File: src/rtl/aes_pkg.sv
// aes_pkg: widths, aes_core size codes and the request FSM state type
// shared by the aes_core initiator and its neighbours.
package aes_pkg;

  localparam int BLK_W = 128;
  localparam int KEY_W = 256;

  localparam logic [1:0] AES_128 = 2'd0;
  localparam logic [1:0] AES_192 = 2'd1;
  localparam logic [1:0] AES_256 = 2'd2;

  typedef enum logic [1:0] {
    IDLE,
    LOAD,
    ARM,
    WAIT
  } state_t;

endpackage

File: src/rtl/aes_req_ctrl.sv
// aes_req_ctrl: stream-to-aes_core initiator, one block in flight, ECB/CBC.
// Ports: in_* / out_* valid-ready block streams, key/mode/dec/iv controls,
// err_o sticky timeout, core_* drive and observe aes_core.
module aes_req_ctrl
  import aes_pkg::*;
#(
  parameter bit CBC_EN  = 1'b1,
  parameter int TIMEOUT = 64
) (
  input  logic             clk,
  input  logic             rst_n,
  input  logic [KEY_W-1:0] key_i,
  input  logic             mode_cbc_i,
  input  logic             dec_i,
  input  logic             iv_load_i,
  input  logic [BLK_W-1:0] iv_i,
  input  logic             in_valid_i,
  output logic             in_ready_o,
  input  logic [BLK_W-1:0] in_data_i,
  output logic             out_valid_o,
  input  logic             out_ready_i,
  output logic [BLK_W-1:0] out_data_o,
  output logic             err_o,
  output logic             core_load_o,
  output logic [KEY_W-1:0] core_key_o,
  output logic [BLK_W-1:0] core_data_o,
  output logic [1:0]       core_size_o,
  output logic             core_dec_o,
  input  logic [BLK_W-1:0] core_data_i,
  input  logic             core_busy_i
);

  localparam int CW = $clog2(TIMEOUT + 1);

  state_t state_q, state_d;

  logic [KEY_W-1:0] key_q;
  logic [BLK_W-1:0] data_q;
  logic [BLK_W-1:0] chain_q;
  logic [BLK_W-1:0] next_q;
  logic [BLK_W-1:0] res_q;
  logic             dec_q;
  logic             cbc_q;
  logic             vld_q;
  logic             err_q;
  logic             alive_q;
  logic [CW-1:0]    cnt_q;

  logic             accept;
  logic             cbc_in;
  logic             iv_take;
  logic             done;
  logic             expire;
  logic [BLK_W-1:0] chain_in;

  // alive_q keeps in_ready low while reset is asserted
  assign in_ready_o = alive_q & (state_q == IDLE) & ~vld_q;
  assign accept     = in_valid_i & in_ready_o;
  assign cbc_in     = CBC_EN & mode_cbc_i;
  assign iv_take    = CBC_EN & iv_load_i & (state_q == IDLE);
  // a same-cycle IV load feeds the block being accepted
  assign chain_in   = iv_take ? iv_i : chain_q;
  assign done       = (state_q == WAIT) & ~core_busy_i;
  assign expire     = (state_q == WAIT) & core_busy_i
                    & (cnt_q == CW'(TIMEOUT - 1));

  always_ff @(posedge clk or negedge rst_n) begin
    if (!rst_n) state_q <= IDLE;
    else        state_q <= state_d;
  end

  always_comb begin
    state_d     = state_q;
    core_load_o = 1'b0;
    unique case (state_q)
      IDLE: if (accept) state_d = LOAD;
      LOAD: begin
        core_load_o = 1'b1;
        state_d     = ARM;
      end
      ARM:  if (core_busy_i) state_d = WAIT;
      WAIT: if (done || expire) state_d = IDLE;
      default: state_d = IDLE;
    endcase
  end

  always_ff @(posedge clk or negedge rst_n) begin
    if (!rst_n) begin
      key_q   <= '0;
      data_q  <= '0;
      chain_q <= '0;
      next_q  <= '0;
      res_q   <= '0;
      dec_q   <= 1'b0;
      cbc_q   <= 1'b0;
      vld_q   <= 1'b0;
      err_q   <= 1'b0;
      alive_q <= 1'b0;
      cnt_q   <= '0;
    end else begin
      alive_q <= 1'b1;
      if (iv_take) chain_q <= iv_i;
      if (accept) begin
        key_q  <= key_i;
        dec_q  <= dec_i;
        cbc_q  <= cbc_in;
        data_q <= (cbc_in & ~dec_i) ? (in_data_i ^ chain_in)
                                    : in_data_i;
        if (cbc_in & dec_i) next_q <= in_data_i;
      end
      if (vld_q & out_ready_i) vld_q <= 1'b0;
      if (done) begin
        vld_q <= 1'b1;
        res_q <= (cbc_q & dec_q) ? (core_data_i ^ chain_q)
                                 : core_data_i;
        if (cbc_q) chain_q <= dec_q ? next_q : core_data_i;
      end
      if (expire) err_q <= 1'b1;
      if (core_busy_i && (state_q == WAIT) && !expire)
        cnt_q <= cnt_q + 1'b1;
      else
        cnt_q <= '0;
    end
  end

  assign out_valid_o = vld_q;
  assign out_data_o  = res_q;
  assign err_o       = err_q;
  assign core_key_o  = key_q;
  assign core_data_o = data_q;
  assign core_dec_o  = dec_q;
  assign core_size_o = AES_128;

endmodule

File: config.mk
export PLATFORM = sky130hd
export DESIGN_NAME = aes_req_ctrl
export DESIGN_NICKNAME = d
export VERILOG_FILES = /design/src/rtl/aes_pkg.sv /design/src/rtl/aes_req_ctrl.sv
export SDC_FILE = /design/constraint.sdc
export NUM_CORES = 2
export LEC_CHECK = 0
export CAP_MARGIN = 5
export CORE_AREA = 2 2 448 450
export DETAILED_ROUTE_END_ITERATION = 12
export DIE_AREA = 0 0 450 452
export GPL_ROUTABILITY_DRIVEN = 0
export PLACE_DENSITY = 0.5
export RECOVER_POWER = 25
export SETUP_SLACK_MARGIN = 0.05
export SYNTH_ARGS = -nofsm -noshare
export SYNTH_HDL_FRONTEND = slang
export SYNTH_SLANG_ARGS = --single-unit
File: constraint.sdc
create_clock -name clk -period 5.25 [get_ports clk]
set_input_delay 0.525 -clock clk [delete_from_list [all_inputs] [get_ports clk]]
set_output_delay 0.525 -clock clk [all_outputs]
set_load 0.1 [all_outputs]
==> results.md <==
- The number of I/O port buffers is 1,164.
- The most common cell in the synthesized netlist is nand2_1.
- The data arrival time at the worst-slack endpoint is 4170 ps.
- Counting instances in the post-synthesis netlist gives the leading cell types as nand2_1 (1,161), dfrtp_1 (782), o21ai_0 (382), xor2_1 (258), clkbuf_1 (152).
- The final antenna-violating net count is 0.
- The startpoint type of the worst setup path is a register.
- The capturing element type of the critical path is a register.
- Data on the critical path is required at its endpoint by 5870 ps.
- The number of top-level pins is 1,167.
- The area of the die is 203,400 µm².
- In this run the worst path has a maximum fanout of 80.
- The count of cell types in the netlist is 38.
- Setup repair after global routing left no endpoint under its margin.
- The first TritonRoute pass finished after 5 iterations.
- The layout-stage area growth over the synthesis result is 47.11%.
- The share of the Yosys chip area taken by registers is 0.5305.
- CTS built an H-tree with a depth of 3.
- The total setup violations reported at the end of the flow is 0.
- Row generation in the floorplan step produced 164 rows.
- The cell depth of the worst hold path is 3.
- Setup total negative slack on the finished layout was measured at 0 ps.
- The endpoint of the worst register-to-register path is next_q[5].
- The cell count after synthesis is 3,669.
- The maximum frequency from static timing analysis is 281.7 MHz.
- Of the total synthesized cell area, the portion taken by AND, OR, NAND and NOR gates is 0.1434.
- The portion of synthesized area spent on multiplexers is 0.08965.
- Dividing the final minimum period by the clock period gives 0.6761.
- The total number of vias is 32,260.
- The synthesis warning total is 0.
- The worst clock skew is 53.27 ps.
- The leading register cell type out of synthesis is dfrtp_1.
- The number of failing hold endpoints at the final stage is 0.
- Of the total synthesized cell area, the portion taken by XOR and XNOR cells is 0.06150.
- The TritonCTS clock tree is built.
- The number of synthesized flops with an enable pin is 0.
- The share of post-route cells with drive strength above 1 is 0.1007.
- Counting I/O delays and the setup requirement, the final critical path takes 3550 ps.
- The placeable core region is 198,600 µm².
- The number of global-route vias before repair was 31,650.
- The net count reported at finish is 5,364.
- The per-cell routed wire length is 26.17 µm.
- For hold timing, the worst endpoint is core_key_o[61].
- The share of synthesized area in the top cell type comes to 0.5305.
- The synthesized-area fraction occupied by ao, oa, aoi and oai cells is 0.1362.
- The dominant cell type by area after synthesis is dfrtp_1.
- The final reports fail on max-capacitance violations, max-slew violations.
- The starting density of the core is 0.1857.
- The number of violations reported at the end of detailed-routing iteration 0 is 2,830.
- The number of hold buffers added after cts is 1.
- The number of gates resized after CTS was 0.
- The clock passes through at most 3 buffers.
- The first-pass GRT wire length is 266,400 µm.
- By startpoint and endpoint, the worst setup path is classified as register to register.
- Entering global routing, the biggest net connects 249 pins.
- The clock latency reported for the late side of the worst-skew pair is 760 ps.
- The count of final max-slew check failures is 239.
- At the pin with the least slew margin, the transition time is 2426 ps.
- The die is 450 µm wide.
- The tree is rooted in a clkbuf_16.
- The worst pin sits at a relative slew slack of -0.6175.
- The vias per cell is 4.316.
- The count of state elements after synthesis is 782.
- Summed over all layers, the routed wires come to 195,600 µm.
- Ranked by total cell area, the synthesized netlist is headed by dfrtp_1 (53%), nand2_1 (12%), xor2_1 (6.1%), o21ai_0 (5.2%), mux2_4 (4.5%).
- The detailed placement HPWL is 143,300 µm.
- After clock tree synthesis, the clock-pin slew on the worst setup and hold paths is 60 ps.
- Setup slack on the worst reg-to-reg path comes out at 1700 ps.
- The overall fraction of global-route tracks in use is 0.1851.
- Dividing the synthesized area by the synthesized cell count gives 10.05 µm².
- The number of setup buffers added after CTS is 0.
- The clock net in this run drives a total of 782 sinks.
- The fill cell total of the finished layout is 21,170.
- The worst hold path belongs to the class input port to register.
- After synthesis, the largest family of logic cells by area is simple AND/OR/NAND/NOR gates.
- Of all flip-flops after synthesis, the portion carrying an async set or reset was 1.000.
- Global routing finished with a remaining overflow of 0.
- The number of antenna violations at the first check in global routing is 81.
- Summing every instance area after synthesis gives 36,890 µm².
- The number of maximum-capacitance violations is 5.
- The number of cells on the worst reg-to-reg path is 6.
- The flow ran to the end, but the final reports show violations.
- The adder-cell share of the synthesized area is 0.002035.
- The worst hold path begins at key_i[61].
- The number of buffers created by CTS is 98.
- The height of the die is 452 µm.
- In the routed design, unresolved DRC markers number 0.
- The startpoint of the most critical register-to-register path is state_q[0].
[layout make-up]
cell class / count / area, µm² / area share
Clock inverter: 25 / 330.3 / 0.006087
Inverter: 6 / 22.52 / 0.0004151
Sequential cell: 782 / 19580 / 0.3608
Multi-Input combinational cell: 2612 / 16030 / 0.2955
Antenna cell: 41 / 102.6 / 0.001891
Tap cell: 2656 / 3323 / 0.06124
Clock buffer: 142 / 2788 / 0.05137
Timing Repair Buffer: 1210 / 12090 / 0.2227
[sequential cells by signal (all words and copies together), names as in the netlist]
signal       count
core_key_o     256
out_data_o     128
cbc_q            1
alive_q          1
chain_q        128
core_dec_o       1
core_data_o    128
state_q          2
err_o            1
next_q         128
cnt_q            7
out_valid_o      1
[metal layers]
layer  GRT usage  routed length (µm)  vias to the layer above
li1            -                   -                    14350
met4     0.07084                6110                       16
met2      0.2819               88320                     1272
met1      0.2450               84360                    16360
met3     0.05607               16690                      267
met5           0                 110                        -
[worst max-delay path by stage]
stage / slack [ps] / to / depth (start not counted) / start
2_1_floorplan: 2740 / in_ready_o / 6 / state_q[0]
3_3_place_gp: 1580 / next_q[5] / 5 / in_valid_i
3_5_place_dp: 1570 / next_q[2] / 5 / in_valid_i
4_1_cts: 1640 / next_q[5] / 6 / state_q[0]
5_1_grt: 1200 / out_data_o[21] / 4 / rst_n
6_report: 1700 / next_q[5] / 6 / state_q[0]
[layout by cell type (no fill, tap or decap), drive strengths merged, types with 2 or more instances in the layout]
cell,netlist,layout
o21ai,386,386
mux2,257,257
ha,6,6
and3,130,130
xor2,258,258
and2,2,2
buf,118,70
nor2,6,6
conb,2,3
nand2b,3,3
nand2,1161,1161
inv,6,10
nand3,4,4
nor2b,3,3
clkdlybuf4s50,0,1130
a211o,128,128
clkbuf,152,151
clkinvlp,0,3
o21a,128,128
a21boi,128,128
clkinv,0,14
diode,0,41
bufinv,0,4
dfrtp,782,782
[kinds of logic (layout without fill, tap and decap cells)]
logic type | count (synthesis) | count (layout)
AND/OR/NAND/NOR | 1311 | 1311
flip-flops | 782 | 782
AO/OA/AOI/OAI | 776 | 776
buffers and inverters | 276 | 1383
XOR/XNOR | 259 | 259
multiplexers | 257 | 257
adder cells (fa/ha/maj) | 6 | 6
other | 2 | 44
[critical path, cell delays in order (launching register included)]
cell     delay, ps
dfrtp_1        400
inv_1          160
ha_4           380
and3_4         730
and3_4         530
buf_12         520
mux2_2         420
[stage by stage]
step	hold WS, ps	area [µm²]	setup slack (ps)	utilization	instances
5_1_grt	265.9	54220	1200	0.2730	7458
6_report	303.2	54260	1700	0.2732	7474
4_1_cts	223.9	54240	1641	0.2731	7433
2_1_floorplan	229.4	36890	2744	-	3670
3_5_place_dp	460.7	51110	1569	0.2573	7265
3_3_place_gp	445.8	51110	1582	0.2573	7265
Power is left out: the tool's default activity adds up to more than one toggle a clock period on the data nets, which glitch-free logic cannot reach.
